--- src/rtl/pwl_coef_loader.sv ---
// -----------------------------------------------------------------------------
// pwl_coef_loader
// Loads a piecewise-linear coefficient table of DEPTH = 2^U words from a
// valid/ready stream. Every accepted beat {k, b} is written to the table one
// cycle later at the next sequential address, and a running XOR checksum is
// kept. A load is good only if s_last arrives exactly on beat DEPTH-1. An early
// or missing s_last leaves the block in a sticky error state until the next
// start.
//
// Ports
//   clk        rising-edge clock
//   rst_n      asynchronous active-low reset
//   start      one-cycle request to begin a load (honoured in IDLE/ERR only)
//   s_valid    stream beat valid
//   s_ready    stream ready; high only while loading
//   s_data     stream word {k, b}, k in the MSBs
//   s_last     final beat marker
//   wr_en      table write strobe (one cycle after each handshake)
//   wr_addr    table write address
//   wr_data    table write word
//   busy       load in progress
//   done       one-cycle pulse after a successful final beat
//   err        sticky framing error
//   tbl_valid  table holds a complete, error-free load
//   checksum   XOR of all words accepted in the current or last load
// -----------------------------------------------------------------------------
module pwl_coef_loader #(
   parameter int U       = 8,
   parameter int K_WIDTH = 16,
   parameter int B_WIDTH = 16
) (
   input  logic                       clk,
   input  logic                       rst_n,
   input  logic                       start,
   input  logic                       s_valid,
   output logic                       s_ready,
   input  logic [K_WIDTH+B_WIDTH-1:0] s_data,
   input  logic                       s_last,
   output logic                       wr_en,
   output logic [U-1:0]               wr_addr,
   output logic [K_WIDTH+B_WIDTH-1:0] wr_data,
   output logic                       busy,
   output logic                       done,
   output logic                       err,
   output logic                       tbl_valid,
   output logic [K_WIDTH+B_WIDTH-1:0] checksum
);

   localparam int W = K_WIDTH + B_WIDTH;

   // Address of the final table entry; beats beyond it can never be accepted.
   localparam logic [U-1:0] LAST_ADDR = {U{1'b1}};
   localparam logic [U-1:0] CNT_ONE   = {{(U-1){1'b0}}, 1'b1};

   typedef enum logic [1:0] {
      ST_IDLE = 2'd0,
      ST_LOAD = 2'd1,
      ST_DONE = 2'd2,
      ST_ERR  = 2'd3
   } state_t;

   state_t         state_r;
   logic [U-1:0]   count_r;
   logic           wr_en_r;
   logic [U-1:0]   wr_addr_r;
   logic [W-1:0]   wr_data_r;
   logic           done_r;
   logic           err_r;
   logic           tbl_valid_r;
   logic [W-1:0]   checksum_r;
   logic           accept_s;
   logic           at_top_s;

   // Running checksum step: fold one accepted word into the accumulator.
   function automatic logic [W-1:0] fold_word(input logic [W-1:0] acc,
                                              input logic [W-1:0] word);
      return acc ^ word;
   endfunction

   // Ready is a pure decode of the state register, so it needs no pipeline.
   assign s_ready  = (state_r == ST_LOAD);
   assign accept_s = s_valid & s_ready;
   assign at_top_s = (count_r == LAST_ADDR);

   assign wr_en     = wr_en_r;
   assign wr_addr   = wr_addr_r;
   assign wr_data   = wr_data_r;
   assign busy      = (state_r == ST_LOAD);
   assign done      = done_r;
   assign err       = err_r;
   assign tbl_valid = tbl_valid_r;
   assign checksum  = checksum_r;

   // Load FSM together with its registered write port and status outputs.
   always_ff @(posedge clk or negedge rst_n) begin
      if (!rst_n) begin
         state_r     <= ST_IDLE;
         count_r     <= '0;
         wr_en_r     <= 1'b0;
         wr_addr_r   <= '0;
         wr_data_r   <= '0;
         done_r      <= 1'b0;
         err_r       <= 1'b0;
         tbl_valid_r <= 1'b0;
         checksum_r  <= '0;
      end else begin
         // Strobes default low; they are raised only for the single cycle needed.
         wr_en_r <= 1'b0;
         done_r  <= 1'b0;
         case (state_r)
            ST_IDLE, ST_ERR: begin
               if (start) begin
                  state_r     <= ST_LOAD;
                  count_r     <= '0;
                  checksum_r  <= '0;
                  err_r       <= 1'b0;
                  tbl_valid_r <= 1'b0;
               end else begin
                  state_r <= state_r;
               end
            end
            ST_LOAD: begin
               if (accept_s) begin
                  // The beat is written even when it turns out to be a framing error.
                  wr_en_r    <= 1'b1;
                  wr_addr_r  <= count_r;
                  wr_data_r  <= s_data;
                  checksum_r <= fold_word(checksum_r, s_data);
                  if (s_last && at_top_s) begin
                     state_r <= ST_DONE;
                     done_r  <= 1'b1;
                  end else if (s_last || at_top_s) begin
                     // Early last, or the table is full without a last marker.
                     state_r <= ST_ERR;
                     err_r   <= 1'b1;
                  end else begin
                     // Counter only advances below the top, so it never wraps.
                     count_r <= count_r + CNT_ONE;
                  end
               end else begin
                  state_r <= ST_LOAD;
               end
            end
            ST_DONE: begin
               state_r     <= ST_IDLE;
               tbl_valid_r <= 1'b1;
            end
            default: begin
               state_r <= ST_IDLE;
            end
         endcase
      end
   end

endmodule

--- config.mk ---
export PLATFORM = sky130hd
export DESIGN_NAME = pwl_coef_loader
export DESIGN_NICKNAME = d
export VERILOG_FILES = /design/src/rtl/pwl_coef_loader.sv
export SDC_FILE = /design/constraint.sdc
export NUM_CORES = 1
export LEC_CHECK = 0
export CAP_MARGIN = 20
export CORE_MARGIN = 8
export CORE_UTILIZATION = 40
export CTS_CLUSTER_SIZE = 12
export DETAILED_ROUTE_END_ITERATION = 10
export GPL_TIMING_DRIVEN = 0
export MAX_ROUTING_LAYER = met4
export PLACE_DENSITY_LB_ADDON = 0.15
export SYNTH_ARGS = -nofsm -noshare
export SYNTH_HDL_FRONTEND = slang
export SYNTH_SLANG_ARGS = --single-unit
export TNS_END_PERCENT = 50
--- constraint.sdc ---
create_clock -name clk -period 3.55 [get_ports clk]
set_clock_uncertainty 0.2 [all_clocks]
set_input_delay 0.71 -clock clk [delete_from_list [all_inputs] [get_ports clk]]
set_output_delay 0.71 -clock clk [all_outputs]
set_load 0.02 [all_outputs]
**After elaboration in Yosys (flattened, before gate mapping)**

Cells that the tools add are included.

- Add/subtract/negate cells: 1
- Equality and inequality tests: 10
- Mux-type cells: 24
- Bitwise gates (word level): 2
- Reductions and logical operators: 12

Operator list:

| cell | count |
|---|---|
| $mux W32 | 2 |
| $pmux W32 S2 | 1 |
| $mux W8 | 4 |
| $xor A32 B32 Y32 | 1 |
| $pmux W8 S2 | 1 |
| $reduce_and A5 Y1 | 2 |
| $mux W1 | 9 |
| $add A8 B1 Y8 const B | 1 |
| $eq A8 B8 Y1 const B | 1 |
| $mux W2 | 4 |
| $ne A2 B2 Y1 const B | 3 |
| $pmux W2 S3 | 1 |
| $reduce_and A2 Y1 | 3 |
| $eq A2 B2 Y1 const B | 2 |
| $ne A2 B1 Y1 const B | 2 |
| $ne A4 B2 Y1 const B | 1 |
| $pmux W1 S2 | 2 |
| $reduce_bool A2 Y1 | 2 |
| $reduce_and A3 Y1 | 1 |
| $eq A2 B1 Y1 const B | 1 |
| $logic_not A2 Y1 | 1 |
| $reduce_or A2 Y1 | 1 |
| $and A1 B1 Y1 | 1 |
| $logic_and A1 B1 Y1 | 1 |
| $logic_or A1 B1 Y1 | 1 |

- Flip-flop bits (word level): 86
- Output and inout bits: 78
- Word-level logic and storage cells: 58

**Logic depth before layout (Yosys ltp)**

- Depth in word-level cells: 6
- Mapped depth: 8

**Worst setup path before layout**

No wires, ideal clock.

- Path type: register to register
- Start point: reg state_r[1]
- End point: reg count_r[7]
- Library setup time: 0.121 ns
- Data arrival time: 1.826 ns
- Required time: 3.229 ns
- Path slack: 1.403 ns
- Stages on the path, launching flop included: 8
- Clock period less this slack: 2.147 ns
- Cell sequence: dfrtp_1 inv_1 ha_1 clkbuf_2 nand4b_1 a2111oi_2 mux2_2 a22o_2

- Cells in the longest elaborated chain, start to end: 4
- Elaborated cells between the ends (all ways): 12

Ends and longest elaborated chain:

| item | RTL line | RTL |
|---|---|---|
| start: declaration | 62 | `state_t state_r;` |
| start signal: assignment | 119 | `state_r <= state_r;` |
| $eq A2 B1 Y1 (*) | -- |  |
| named net busy | 42 | `output logic busy,` |
| $and A1 B1 Y1 | 82 | `assign accept_s = s_valid & s_ready;` |
| $ne A2 B1 Y1 (no line) | -- |  |
| $reduce_and A5 Y1 (no line) | -- |  |
| end signal: assignment | 138 | `count_r <= count_r + CNT_ONE;` |
| end: declaration | 63 | `logic [U-1:0] count_r;` |

The timed path passes the listed nets; every way through them passes the cells marked *.
A chain may end at the register's enable or synchronous reset.

**Worst setup path after layout**

- Start point: reg state_r[1]
- End point: out s_ready

- Cells in the longest elaborated chain, start to end: 1

Ends and longest elaborated chain:

| item | RTL line | RTL |
|---|---|---|
| $eq A2 B1 Y1 | 81 | `assign s_ready = (state_r == ST_LOAD);` |
| end: declaration | 36 | `output logic s_ready,` |

Every way passes these cells.

==> impl_summary.log <==
[metrics] vias in the first global route: roughly 3000
[metrics] biggest fanout along the worst timing path: 3
[metrics] drt pass-1 iters: 5
[metrics] uppermost metal layer occupied by signal nets: met4
[metrics] Power per Cell Area: 1030 mW/mm2
[metrics] hold violation total from the final report: 0
[metrics] Total Power Consumption: about 5.5 mW
[metrics] count of different cell masters after synthesis: 43
[metrics] kind of cell with the highest combined delay on the critical path: buffers and inverters
[metrics] site row count: 35
[metrics] total buffers and inverters traversed by the critical path: 3
[metrics] critical path's largest stage delay: ~590 ps
[metrics] largest vdd supply drop: about 0.53 mV
[metrics] number of antenna violations at the first check in global routing: 0
[metrics] Slowest cell on crit path: sky130_fd_sc_hd__clkdlybuf4s50_1
[metrics] routability-driven placement congestion ratio: between 0.8 and 0.9
[metrics] number of cells upsized or downsized after cts: 0
[metrics] wl on met1: between 4000 and 5000 um
[metrics] Initial Util: about 41%
[metrics] nature of the critical path startpoint: register
[metrics] synthesized netlist cell count: 316
[metrics] setup repair after global routing missed its margin: no
[metrics] setup repair bufs after CTS: 0
[metrics] first-pass GRT wire length: between 15000 and 20000 um
[metrics] post-synthesis sequential element count: between 80 and 90
[metrics] Antenna Nets Post-Route: 0
[metrics] total length of routed met3 wires: between 600 and 700 um
[metrics] critical setup path kind: reg -> out
[metrics] maximum clock rate: approximately 0.38 GHz
[metrics] Max-Slew Margin vs Limit: between 60% and 70%
[metrics] vias post-DR: 2812
[metrics] maximum root-to-sink buffer count: 2
[metrics] violation count after the first detailed-routing iteration: 55
[metrics] minimum setup slack after placement: between 800 and 900 ps
[metrics] cell area after synthesis: 0.00379 mm2
[metrics] capturing element type of the critical path: output pin
[metrics] top post-synthesis cells by area: sky130_fd_sc_hd__dfrtp_1, sky130_fd_sc_hd__mux2_2, sky130_fd_sc_hd__xor2_1, sky130_fd_sc_hd__nand3_1, sky130_fd_sc_hd__nor2_1
[metrics] minimum clock period: roughly 2700 ps
[metrics] required time of the worst setup path: 2640 ps
[metrics] detailed placement HPWL: between 6000 and 7000 um
[metrics] GR Overflow Total: 0
[metrics] count of flip-flops with a built-in enable after synthesis: 0
[metrics] core utilization of the finished layout: between 50% and 60%
[metrics] most used cells in the layout excluding fill and tap cells: sky130_fd_sc_hd__clkdlybuf4s50_1, sky130_fd_sc_hd__dfrtp_1, sky130_fd_sc_hd__mux2_2, sky130_fd_sc_hd__nor2_1, sky130_fd_sc_hd__nand3_1
[metrics] setup-violating endpoint count in the final report: 0
[metrics] I/O pin count: approximately 120
[metrics] net count of the mapped netlist: 356
[metrics] insertion delay of the later-clocked pin in the worst-skew pair: 350 ps
[metrics] total number of H-tree levels: 3
[metrics] max-cap viol count: 0
[metrics] Post-route DRC: 0
[metrics] total inserted antenna cells: 0
[metrics] Synthesis Warnings: 0
[metrics] part of the cycle the worst path needs: between 70% and 80%
[metrics] placeable core area: approximately 0.0092 mm2
[metrics] portion of synthesized cell area occupied by the leading cell type: between 50% and 60%
[metrics] share of cells above drive strength 1: about a fifth
[metrics] cell chosen for the clock root: sky130_fd_sc_hd__clkbuf_8
[metrics] via/cell ratio: just under 5
[metrics] post-route worst setup slack: approximately 890 ps
[metrics] post-cts hold buffer count: 0
[metrics] asr flop ratio synth: 100%
[metrics] total non-filler cell area in the finished layout: 0.00536 mm2
[metrics] routed wire length on met2: 4350 um
[metrics] outcome: completed
[metrics] reported leakage power: 2.30 nW
[metrics] data arrival time of the critical path: about 1800 ps
[metrics] most common library cell in the layout ignoring fill and taps: sky130_fd_sc_hd__clkdlybuf4s50_1
[metrics] sequential cell area fraction in the yosys report: a little under three fifths
[metrics] number of sinks handled by clock tree synthesis: 86
[metrics] height of the die: about 110 um
[metrics] area added between synthesis and finish: 41.1%
[metrics] wirelength, routed: roughly 9400 um
[metrics] mean area per synthesized cell: about 12 um2
[metrics] area of the die: 0.0129 mm2
[metrics] count of buffers from port buffering: about 110
[metrics] total track usage: around 16%
[metrics] clock transition at the registers of the reported paths: roughly 90 ps
[metrics] final net count: 482
[metrics] biggest area consumer among synthesized cells: sky130_fd_sc_hd__dfrtp_1
[metrics] max-slew violation total from the final report: 0
[metrics] CTS tree: built
[metrics] CTS buffer count: 9
[metrics] cell area after placement: 0.00512 mm2
[metrics] wire length per cell after detailed routing: between 15 and 20 um
[metrics] Post-synth top flop: sky130_fd_sc_hd__dfrtp_1
[metrics] worst hold slack: between 100 and 150 ps
[metrics] width of the die: 113 um
[metrics] transition at the pin with the smallest max-transition slack: around 520 ps
[metrics] hold crit path type: in -> async
[metrics] chain of cells forming the critical path: inv_1 > ha_1 > buf_4 > clkdlybuf4s50_1
[metrics] maximum number of pins on one net before global-route repair: between 40 and 50
## final timing paths
| kind | from | to | slack [ps] | depth (start not counted) |
|---|---|---|---|---|
| max | state_r[1] | s_ready | 890 | 4 |
| max in group asynchronous | rst_n | wr_data[11] | 2420 | 2 |
| min reg2reg | err | err | 310 | 1 |
| min in group clk | err | err | 310 | 1 |
| min | rst_n | wr_addr[5] | 120 | 1 |
| max reg2reg | state_r[0] | checksum[22] | 1360 | 6 |
## flip-flops by register name, indices dropped and copies added, names as in the netlist
name and cells:
wr_data 32, wr_en 1, wr_addr 8, state_r 2, checksum 32, done 1
count_r 8, tbl_valid 1, err 1
## routing by layer
metal / up-vias / global-route usage, %
met5: - / -
met4: 0 / 5.60
met3: 11 / 4.97
met2: 85 / 23.5
met1: 1366 / 20.2
li1: 1350 / -
## Yosys cell counts, types with 2 or more instances
library cell	number
sky130_fd_sc_hd__a211o_1	2
sky130_fd_sc_hd__a21oi_1	4
sky130_fd_sc_hd__a221o_1	2
sky130_fd_sc_hd__a22o_1	2
sky130_fd_sc_hd__buf_2	11
sky130_fd_sc_hd__buf_4	2
sky130_fd_sc_hd__clkbuf_1	5
sky130_fd_sc_hd__dfrtp_1	86
sky130_fd_sc_hd__ha_1	3
sky130_fd_sc_hd__inv_1	4
sky130_fd_sc_hd__mux2_2	44
sky130_fd_sc_hd__nand2_1	9
sky130_fd_sc_hd__nand2b_1	2
sky130_fd_sc_hd__nand3_1	35
sky130_fd_sc_hd__nand4_1	2
sky130_fd_sc_hd__nor2_1	42
sky130_fd_sc_hd__nor3_1	2
sky130_fd_sc_hd__nor4_1	2
sky130_fd_sc_hd__o21ai_0	2
sky130_fd_sc_hd__xor2_1	32
## area by class of cell
cell class,count,area (um2)
Inverter,4,15.0
Clock inverter,4,77.6
Multi-Input combinational cell,207,1530
Sequential cell,86,2150
Fill cell,790,3880
Clock buffer,12,155
Timing Repair Buffer,115,1170
Buffer,19,93.8
Tap cell,129,161
## power by group
group          switching (mW)  internal, mW
Clock                   0.353         0.439
Sequential              0.302          1.46
Combinational            1.55          1.43
## through the flow
| stage | TNS (ps) | std cells |
|---|---|---|
| 5_1_grt | 0 | 576 |
| 6_report | 0 | 576 |
| 4_1_cts | 0 | 576 |
| 3_5_place_dp | 0 | 560 |
| 2_1_floorplan | 0 | 316 |
| 3_3_place_gp | -146720 | 559 |
## logic make-up (layout without fill, tap and decap cells)
family	count (synthesis)	in the layout	share of synthesized area (%)
xor+xnor	32	32	7.39
buf+inv	23	154	2.87
compound gates	23	23	5.24
simple gates	104	104	13.5
mux	45	45	13.3
fa+ha+maj	3	3	0.989
flops	86	86	56.7
No activity file was read; power rests on OpenSTA's default activity.
